[src/rtl/spi_coeff_writer_pkg.sv]
// Shared definitions for the SPI coefficient writer and the FIR engine's SPI
// receiver: the frame state type and the default link geometry.
package spi_coeff_writer_pkg;

    localparam int DEFAULT_WORD_WIDTH = 8;
    localparam int DEFAULT_NUM_WORDS  = 5;
    localparam int DEFAULT_CLK_DIV    = 4;

    typedef enum logic [2:0] {
        IDLE,
        SETUP,
        HIGH,
        LOW,
        HOLD
    } state_t;

endpackage

[src/rtl/spi_coeff_writer_phase_timer.sv]
// spi_phase_timer: times one SPI phase of CLK_DIV system clocks.
// The count reloads whenever the writer changes state, and o_tc marks the
// last cycle of the phase, so every phase lasts exactly CLK_DIV cycles.
module spi_phase_timer #(
    parameter int CLK_DIV = 4
) (
    input  logic i_clk,
    input  logic i_resetN,
    input  logic i_reload,
    output logic o_tc
);

    localparam int CW = (CLK_DIV > 1) ? $clog2(CLK_DIV) : 1;

    logic [CW-1:0] r_count;

    // Reload to CLK_DIV-1 at a phase start, then count down and park at zero.
    always_ff @(posedge i_clk or negedge i_resetN) begin
        if (!i_resetN) begin
            r_count <= CW'(CLK_DIV - 1);
        end else if (i_reload) begin
            r_count <= CW'(CLK_DIV - 1);
        end else if (r_count != '0) begin
            r_count <= r_count - CW'(1);
        end
    end

    assign o_tc = (r_count == '0);

endmodule

[src/rtl/spi_coeff_writer.sv]
// spi_coeff_writer: SPI mode-0 initiator that sends a block of FIR
// coefficient words, word 0 first and MSB first, one frame per start request.
// Optional feature macro: SPI_COEFF_WRITER_PARITY_EN appends one even-parity
// bit covering all data bits to the end of the frame.
module spi_coeff_writer
    import spi_coeff_writer_pkg::*;
#(
    parameter int WORD_WIDTH = DEFAULT_WORD_WIDTH,
    parameter int NUM_WORDS  = DEFAULT_NUM_WORDS,
    parameter int CLK_DIV    = DEFAULT_CLK_DIV
) (
    input  logic                            clk,
    input  logic                            resetN,
    input  logic                            start,
    input  logic [NUM_WORDS*WORD_WIDTH-1:0] words,
    output logic                            busy,
    output logic                            done,
    output logic                            cs,
    output logic                            mosi,
    output logic                            spiClk
);

    localparam int DATA_BITS = NUM_WORDS * WORD_WIDTH;
`ifdef SPI_COEFF_WRITER_PARITY_EN
    localparam int FRAME_BITS = DATA_BITS + 1;
`else
    localparam int FRAME_BITS = DATA_BITS;
`endif
    localparam int CNT_W = $clog2(FRAME_BITS + 1);

    state_t                r_state;
    state_t                w_stateNext;
    logic [FRAME_BITS-1:0] r_shift;
    logic [FRAME_BITS-1:0] w_shiftInit;
    logic [FRAME_BITS-1:0] w_shiftNext;
    logic [CNT_W-1:0]      r_bitCnt;
    logic                  w_accept;
    logic                  w_advance;
    logic                  w_reload;
    logic                  w_tc;
    logic                  r_cs;
    logic                  r_spiClk;
    logic                  r_mosi;
    logic                  r_busy;
    logic                  r_done;

    spi_phase_timer #(
        .CLK_DIV (CLK_DIV)
    ) u_phaseTimer (
        .i_clk    (clk),
        .i_resetN (resetN),
        .i_reload (w_reload),
        .o_tc     (w_tc)
    );

    // Arrange the words in transmit order so the frame always leaves from the MSB.
    always_comb begin
        w_shiftInit = '0;
        for (int i = 0; i < NUM_WORDS; i++) begin
            w_shiftInit[FRAME_BITS-1-i*WORD_WIDTH -: WORD_WIDTH] = words[i*WORD_WIDTH +: WORD_WIDTH];
        end
`ifdef SPI_COEFF_WRITER_PARITY_EN
        w_shiftInit[0] = ^words;
`endif
        w_shiftNext = r_shift << 1;
    end

    // Phase sequencing: each non-idle state lasts one timer period.
    always_comb begin
        w_stateNext = r_state;
        w_accept    = 1'b0;
        w_advance   = 1'b0;
        case (r_state)
            IDLE: begin
                if (start) begin
                    w_stateNext = SETUP;
                    w_accept    = 1'b1;
                end
            end
            SETUP: begin
                if (w_tc) w_stateNext = HIGH;
            end
            HIGH: begin
                if (w_tc) begin
                    if (r_bitCnt != '0) begin
                        w_stateNext = LOW;
                        w_advance   = 1'b1;
                    end else begin
                        w_stateNext = HOLD;
                    end
                end
            end
            LOW: begin
                if (w_tc) w_stateNext = HIGH;
            end
            HOLD: begin
                if (w_tc) w_stateNext = IDLE;
            end
            default: w_stateNext = IDLE;
        endcase
        w_reload = (w_stateNext != r_state);
    end

    // State register.
    always_ff @(posedge clk or negedge resetN) begin
        if (!resetN) begin
            r_state <= IDLE;
        end else begin
            r_state <= w_stateNext;
        end
    end

    // Link outputs are registered from the next state so nothing is combinational from inputs.
    always_ff @(posedge clk or negedge resetN) begin
        if (!resetN) begin
            r_shift  <= '0;
            r_bitCnt <= '0;
            r_cs     <= 1'b1;
            r_spiClk <= 1'b0;
            r_mosi   <= 1'b0;
            r_busy   <= 1'b0;
            r_done   <= 1'b0;
        end else begin
            r_cs     <= (w_stateNext == IDLE);
            r_spiClk <= (w_stateNext == HIGH);
            r_busy   <= (w_stateNext != IDLE);
            r_done   <= (r_state == HOLD) && (w_stateNext == IDLE);
            if (w_accept) begin
                r_shift  <= w_shiftInit;
                r_bitCnt <= CNT_W'(FRAME_BITS - 1);
                r_mosi   <= w_shiftInit[FRAME_BITS-1];
            end else if (w_advance) begin
                r_shift  <= w_shiftNext;
                r_bitCnt <= r_bitCnt - CNT_W'(1);
                r_mosi   <= w_shiftNext[FRAME_BITS-1];
            end else if (w_stateNext == HOLD || w_stateNext == IDLE) begin
                r_mosi   <= 1'b0;
            end
        end
    end

    assign cs     = r_cs;
    assign spiClk = r_spiClk;
    assign mosi   = r_mosi;
    assign busy   = r_busy;
    assign done   = r_done;

endmodule

[config.mk]
export PLATFORM = sky130hd
export DESIGN_NAME = spi_coeff_writer
export DESIGN_NICKNAME = d
export VERILOG_FILES = /design/src/rtl/spi_coeff_writer_pkg.sv /design/src/rtl/spi_coeff_writer_phase_timer.sv /design/src/rtl/spi_coeff_writer.sv
export SDC_FILE = /design/constraint.sdc
export NUM_CORES = 1
export LEC_CHECK = 0
export BUFFER_PORTS_ARGS = -buffer_cell sky130_fd_sc_hd__buf_2
export CORE_MARGIN = 1.5
export CORE_UTILIZATION = 25
export DETAILED_ROUTE_END_ITERATION = 6
export PLACE_DENSITY_LB_ADDON = 0.15
export SYNTH_ARGS = -nofsm -noshare
export SYNTH_HDL_FRONTEND = slang
export SYNTH_HIERARCHICAL = 1
export SYNTH_SLANG_ARGS = --single-unit
[constraint.sdc]
create_clock -name clk -period 3.6 [get_ports clk]
set_input_delay 0.36 -clock clk [delete_from_list [all_inputs] [get_ports clk]]
set_output_delay 0.36 -clock clk [all_outputs]
set_load 0.05 [all_outputs]
; Yosys cells after proc, flatten, opt, wreduce, memory -nomap -nowiden
; Cells that the tools add are included.
[totals]
register_bits = 55
wordCells = 50
input_bits = 43
out_inout_bits = 5
[classes]
n_mux = 20
eq_ne = 7
n_addsub = 2
n_reduce_logical = 12
[op_table]
columns = cell, count
row1 = 2-to-1 mux 39 bit, 2
row2 = 2-to-1 mux 3 bit, 5
row3 = 2-to-1 mux 6 bit, 2
row4 = case mux 3 bit (4 select lines), 1
row5 = == test 3 x 2 -> 1 bit (second input constant), 3
row6 = 2-to-1 mux 1 bit, 8
row7 = == test 3 bit (second input constant), 2
row8 = logical NOT 3 bit, 2
row9 = nonzero test 2 bit, 3
row10 = nonzero test 3 bit, 2
row11 = nonzero test 6 bit, 1
row12 = subtractor 6 x 1 -> 6 bit (second input constant), 1
row13 = 2-to-1 mux 2 bit, 2
row14 = == test 3 x 1 -> 1 bit (second input constant), 1
row15 = inequality test 3 bit, 1
row16 = logical NOT 2 bit, 1
row17 = OR reduction 2 bit, 1
row18 = subtractor 2 x 1 -> 2 bit (second input constant), 1
row19 = logical AND 1 bit, 1
row20 = logical OR 1 bit, 1

; Longest topological paths before layout
; Gate-level depths: netlist (run 1).
[depth]
ltp_word = 9
depth_mapped = 8
mapped_depth_nobuf = 5

; Modules after synthesis
; Netlist (run 1), hierarchy kept.
[modules_own_cells]
columns = module, area_per_inst_um2, cells_each, instances, seq_area_each_um2
row1 = spi_coeff_writer, 2522.4, 215, 1, 1327.5
row2 = spi_phase_timer, 100.1, 9, 1, 52.6

; Worst setup path before layout (run 1)
; Ideal clock, no wire load.
[synth_timing]
kind = register -> register
startpoint = register r_bitCnt[0]
endpoint = register r_shift[1]
path_slack_ns = 1.605
path_stages_with_launch = 8
synth_period_minus_slack_ns = 1.995
t_arrival_ns = 1.869
setup_time_ns = 0.126
path_cell_list = dfrtp_1 inv_1 ha_1 or4b_1 buf_2 o21a_4 buf_6 a221o_1
[synth_via]
elab_chain_cells = 5
[synth_lines]
columns = item, line_no
row1 = from (decl), spi_coeff_writer.sv:36  ; logic [CNT_W-1:0] r_bitCnt;
row2 = from (signal assigned), spi_coeff_writer.sv:130  ; r_bitCnt <= CNT_W'(FRAME_BITS - 1);
row3 = from (signal assigned), spi_coeff_writer.sv:134  ; r_bitCnt <= r_bitCnt - CNT_W'(1);
row4 = nonzero test 6 bit, spi_coeff_writer.sv:85  ; if (r_bitCnt != '0) begin
row5 = 2-to-1 mux 1 bit, spi_coeff_writer.sv:85
row6 = 2-to-1 mux 1 bit, spi_coeff_writer.sv:84  ; if (w_tc) begin
row7 = 2-to-1 mux 1 bit, spi_coeff_writer.sv:73  ; case (r_state)
row8 = nonzero test 2 bit (no source line), --
row9 = to (signal assigned), spi_coeff_writer.sv:129  ; r_shift <= w_shiftInit;
row10 = to (signal assigned), spi_coeff_writer.sv:133  ; r_shift <= w_shiftNext;
row11 = to (decl), spi_coeff_writer.sv:33  ; logic [FRAME_BITS-1:0] r_shift;
; No other way between the ends.
; A chain may end at the register's enable or synchronous reset.

; Worst setup path in the final report (run 1)
[layout_timing]
startpoint = register r_bitCnt[0]
endpoint = register r_shift[24]
; The elaborated chain is that of the path after synthesis.

==> results.yml, run 1 <==
sta:
  clock.fmax_mhz: 439
  clock_skew_ns: 0.0142
  rsz0062_at_grt: "false"
  finalSetupViolations: 0
  setup_tns_ns: 0
  slew_viol_final: 0
  fin_crit_ns: 2.28
  worst_pin_slew_ns: 0.719
  hold_viol_final: 0
  finalWorstSetupSlack_ns: 1.32
  slew_headroom: 0.521
  period_share: 0.633
clock_network:
  cts_resized: 0
  clkSinkCount: 55
  cts_buffers: 5
  cts.path.max_buffers: 2
  post_cts_buffers: 0
  cts_tree: "built"
  hold_buffers: 0
  clkSlewWorstSetupHoldPaths_ns: 0.11
  htree_levels: 2
  clkLatencyLatePin_ns: 0.31
  root_buffer: "clkbuf_8"
synthesis:
  ys_top_cells_by_count: "dfrtp_1 (52), a221o_1 (38), and2_1 (38)"
  yosysWarnings: 6
  synth_area_leaders: "dfrtp_1 (50%), a221o_1 (15%), and2_1 (9.1%), dfstp_2 (3.0%), buf_6 (3.0%)"
  synth_edf_count: 0
  postSynthAreaPerCell_sq_um: 11.7
  ys_async_sr_fraction: 1.00
  synth_fp_nets: 269
  yosys.area.top_type: "dfrtp_1"
  ys_seq_area_frac: 0.526
  synthFlopType: "dfrtp_1"
  syn_inst: 224
  synth.most_common_cell: "dfrtp_1"
  netlist.area_leader.share: 0.496
  synth_seq_cells: 55
  synth_cell_types: 40
  mappedNetlistArea_sq_um: 2620
drt:
  totalWireLength_mm: 5.56
  vias_per_cell: 4.56
  dr.pass1.iters: 4
  wire_per_inst_um: 13.9
  drc: 0
  drt_iter0_markers: 72
  ant_nets: 0
  num_vias: 1829
layout:
  antenna_cells: 0
  finalNonFillerCells: 401
  drive_gt1_frac: 0.253
  area_growth_pct: 15.7
  n_fill_cell: 1066
  nNetsFinal: 309
global_route:
  first_global_vias: 1979
  grtUsageTotal: 0.107
  grt_pass1_wl_mm: 9.62
  antenna_found_initial: 0
  grt_max_degree: 42
  grt-ovfl-total: 0
die:
  core_area_sq_um: 10200
  pin_count: 48
  die_h_um: 105
  start_util: 0.256
  fp-row-count: 37
  dieArea_sq_um: 11100
  die_w_um: 105
worst_setup_path:
  start_kind: "flop"
  cp_max_fo: 38
  worstReg2RegStart: "r_bitCnt[0]"
  reg2reg_to: "r_shift[24]"
  r2r_setup_slack_ns: 1.32
  reg2reg_depth: 6
  cp.arrival_ns: 2.52
  critical_path_required_ns: 3.84
  crit_end: "r_shift[24]"
  crit_path_end_kind: "flop"
  critPathLaunch: "r_bitCnt[0]"
  crit_type: "flop to flop"
place:
  dp_hpwl_mm: 3.62
  io_buffers: 47
  place_congestion: 0.723
  placed_cells: 393
  dp_slack_ns: 1.33
pwr:
  power_density_nw_per_um2: 723
  max-vdd-ir-drop_mv: 0.187
  p_leak_nw: 1.41
min_path:
  hp-class: "input pin to asynchronous set/reset pin"
outcome:
  status: "complete, no violations"
job:
  cap_violations: 0
==> metal layers <==
metal,GRT usage,up-vias,part of all wire
met5,0,-,0
met3,0.0223,4,0.037
li1,-,910,-
met1,0.154,880,0.52
met2,0.163,35,0.43
met4,0.0284,0,0.011
==> final cells by class <==
class / instances / area (sq um) / area share
Clock buffer: 5 / 68.8 / 0.0227
Clock inverter: 3 / 22.5 / 0.00742
Inverter: 9 / 33.8 / 0.0111
Multi-Input combinational cell: 141 / 1090 / 0.358
Sequential cell: 55 / 1380 / 0.455
Tap cell: 136 / 170 / 0.0561
Timing Repair Buffer: 52 / 273 / 0.0899
==> registers in the layout (all words and copies together) (netlist names) <==
signal,count
r_bitCnt,6
cs,1
spiClk,1
done,1
r_state,3
busy,1
u_phaseTimer/r_count,2
mosi,1
r_shift,39
==> worst min-delay path by stage <==
stage	endpoint	slack, ns	cells after the start
2_1_floorplan	busy	0.06	0
3_3_place_gp	mosi	0.46	1
3_5_place_dp	r_shift[0]	0.46	1
4_1_cts	r_shift[38]	0.12	1
5_1_grt	r_shift[38]	0.14	1
6_report	r_shift[38]	0.10	1
==> cells by family after synthesis <==
logic type                 after synthesis  share of synthesized area
and+or+nand+nor                         70                      0.161
AOI/OAI and AO/OA                       63                      0.219
DFF                                     55                      0.526
buffers and inverters                   28                     0.0615
muxes                                    5                     0.0196
adders and majority gates                2                    0.00954
xor gates and xnor gates                 1                    0.00334
==> cell usage in the layout (no fill, tap or decap), types with 2 or more instances in the layout <==
master,instances
o21ai_0,4
a221o_1,38
nand2b_1,5
dfstp_2,3
and2_1,38
nand2_1,3
nor2b_1,2
o31ai_1,4
mux2i_1,4
or4_1,2
inv_1,9
o211ai_1,2
buf_4,5
ha_1,2
buf_2,47
clkbuf_8,5
or3_1,2
a21oi_1,6
dfrtp_1,52
nor2_1,10
==> critical path: stages (launching register included) <==
cell and delay, ns:
dfrtp_1 0.42, inv_1 0.07, ha_1 0.18, or4b_1 0.63, o311ai_4 0.31, buf_4 0.40
a221o_1 0.22
==> metrics by stage <==
stage / power (W) / cell area (sq um) / hold WS [ns] / utilization
2_1_floorplan: 0.00171 / 2620 / 0.0644 / -
3_3_place_gp: 0.00185 / 2940 / 0.464 / 0.288
3_5_place_dp: 0.00186 / 2940 / 0.463 / 0.288
4_1_cts: 0.00223 / 3040 / 0.120 / 0.297
5_1_grt: 0.00237 / 3040 / 0.144 / 0.297
6_report: 0.00220 / 3040 / 0.101 / 0.297
==> where the power goes <==
| group | internal (W) | switching, W | total, W |
|---|---|---|---|
| registers | 0.000891 | 0.000210 | 0.00110 |
| logic | 0.000378 | 0.000366 | 0.000744 |
| clock network | 0.000140 | 0.000210 | 0.000350 |
(Power assumes the default switching activity.)
==> run 2: changes to the inputs <==
- ABC_AREA: unset -> 1
- clock period: 3.6 -> 2 ns (I/O delays scaled with it)
==> results.yml, run 2 <==
drt:
  drt_iter0_markers: 81
  wl_met2_mm: 2.74
  vias_per_cell: 4.24
  drc: 0
  wire_per_inst_um: 12.7
  totalWireLength_mm: 5.83
  num_vias: 1944
  met1_length_mm: 2.81
  dr.pass1.iters: 4
  met3_length_um: 179
  highest_layer: "met4"
  ant_nets: 0
pwr:
  combPwrFrac: 0.030
  power_switching_share: 0.197
  p_int_w: 0.00187
  power_density_nw_per_um2: 679
  p_leak_nw: 1.60
  power_frac_seq: 0.477
  p_clk_frac: 0.493
  max-vdd-ir-drop_mv: 0.374
  power_switching_w: 0.000459
clock_network:
  clkLatencyLatePin_ns: 0.29
  cts.path.max_buffers: 2
  htree_levels: 2
  root_buffer: "clkbuf_16"
  hold_buffers: 1
  cts_resized: 0
  clkSinkCount: 55
  post_cts_buffers: 0
  cts_tree: "built"
  clkSlewWorstSetupHoldPaths_ns: 0.07
  cts_buffers: 5
layout:
  nNetsFinal: 362
  top_register: "r_shift"
  drive_gt1_frac: 0.377
  largest_register_ffs: 39
  final_common_cell: "nand2_1"
  area_growth_pct: 20.7
  antenna_cells: 0
  mostFrequentLayoutCells: "nand2_1 (58), inv_1 (53), dfrtp_1 (52)"
  reg_top3: "r_shift x39, r_bitCnt x6, r_state x3"
global_route:
  first_global_vias: 1947
  grt_pass1_wl_mm: 9.76
  antenna_found_initial: 0
  grtUsageTotal: 0.107
  grt-ovfl-total: 0
  grt_max_degree: 40
synthesis:
  syn_inst: 267
  netlist.area_leader.share: 0.458
  mappedNetlistArea_sq_um: 2840
  synthFlopType: "dfrtp_1"
  ys_async_sr_fraction: 1.00
  yosys.area.top_type: "dfrtp_1"
  synth_area_leaders: "dfrtp_1 (46%), o221ai_2 (20%), nand2_1 (7.7%), inv_1 (7.0%), dfstp_2 (2.8%)"
  ys_top_cells_by_count: "nand2_1 (58), inv_1 (53), dfrtp_1 (52)"
  synth_edf_count: 0
  synth_fp_nets: 312
  yosysWarnings: 6
  synth.most_common_cell: "nand2_1"
  synth_seq_cells: 55
  ys_seq_area_frac: 0.485
  postSynthAreaPerCell_sq_um: 10.7
  synth_cell_types: 32
worst_setup_path:
  cp.arrival_ns: 1.98
  crit_path_end_kind: "flop"
  crit_slowest_cell: "dfstp_2"
  crit_type: "flop to flop"
  cp_cell_sequence: "inv_1 > ha_1 > inv_1 > nor2_8 > nand2_8 > buf_12 > o21ai_0 > inv_1 > nand2_1"
  start_kind: "flop"
  critical_path_required_ns: 2.18
  slowest_delay_ns: 0.53
  cp_max_fo: 39
  cpMostUsedCell: "inv_1"
die:
  die_h_um: 110
  dieArea_sq_um: 12000
  pin_count: 48
  fp-row-count: 38
  die_w_um: 110
  start_util: 0.259
  core_area_sq_um: 11000
place:
  place_congestion: 0.749
  dp_hpwl_mm: 4.09
  io_buffers: 47
sta:
  timing.hold.ws_ns: 0.110
  clock.fmax_mhz: 556
  slew_headroom: 0.625
  setup_tns_ns: 0
  rsz0062_at_grt: "false"
  worst_pin_slew_ns: 0.562
  fin_crit_ns: 1.80
  period_share: 0.899
  finalSetupViolations: 0
  slew_viol_final: 0
  hold_viol_final: 0
  clock_skew_ns: 0.00742
outcome:
  status: "complete, no violations"
job:
  cap_violations: 0
min_path:
  hp-class: "input pin to flop"
[run 2: path summary, 6_finish.rpt]
check	from	end	slack, ns	cells after the start
min reg2reg	r_bitCnt[5]	r_bitCnt[5]	0.49	2
max reg2reg	u_phaseTimer/r_count[0]	mosi	0.20	9
max in group asynchronous	resetN	r_bitCnt[5]	0.99	3
min in group asynchronous	resetN	r_shift[34]	0.43	2
min	words[1]	r_shift[33]	0.11	3
max	u_phaseTimer/r_count[0]	mosi	0.20	9
[run 2: critical path: cells and delay by family, from the launching register on]
family / cells / cell delay [ns]
compound gates: 1 / 0.12
fa+ha+maj: 1 / 0.20
buf+inv: 4 / 0.57
flops: 1 / 0.53
simple gates: 3 / 0.23
[run 2: cell families after synthesis]
logic type               share of synthesized area
buffers and inverters                        0.115
adder cells (fa/ha/maj)                    0.00880
XOR/XNOR                                   0.00308
AND/OR/NAND/NOR                              0.164
AO/OA/AOI/OAI                                0.224
flip-flops                                   0.485
[run 2: through the flow]
step	instance area (sq um)	cells	setup WS [ns]	utilization	power, W
3_3_place_gp	3230	449	0.217	0.294	0.00120
3_5_place_dp	3230	449	0.190	0.294	0.00120
2_1_floorplan	2840	267	0.361	-	0.00113
5_1_grt	3430	458	0.0573	0.313	0.00243
6_report	3430	458	0.201	0.313	0.00233
4_1_cts	3430	458	0.181	0.313	0.00237
[run 2: area by class of cell]
cell class	instances	area, sq um
tap	140	175
sequential	55	1380
timing repair buffer	55	323
clock inverter	3	71.3
clock buffer	5	125
multi-input combinational	141	1140
fill	1141	7550
inverter	59	221
[run 2: routing by layer]
layer / vias up / GRT usage
li1: 989 / -
met1: 915 / 0.147
met2: 33 / 0.166
met3: 7 / 0.0172
met4: 0 / 0.0473
met5: - / 0
[run 2: power by group through the flow]
stage	registers, W	clock network, W	logic [W]
finish	0.00111	0.00115	0.0000694
global route	0.00111	0.00123	0.0000798
CTS	0.00111	0.00119	0.0000729
detailed placement	0.00113	0	0.0000713
global placement	0.00113	0	0.0000703
floorplan	0.00113	0	0.00000000161
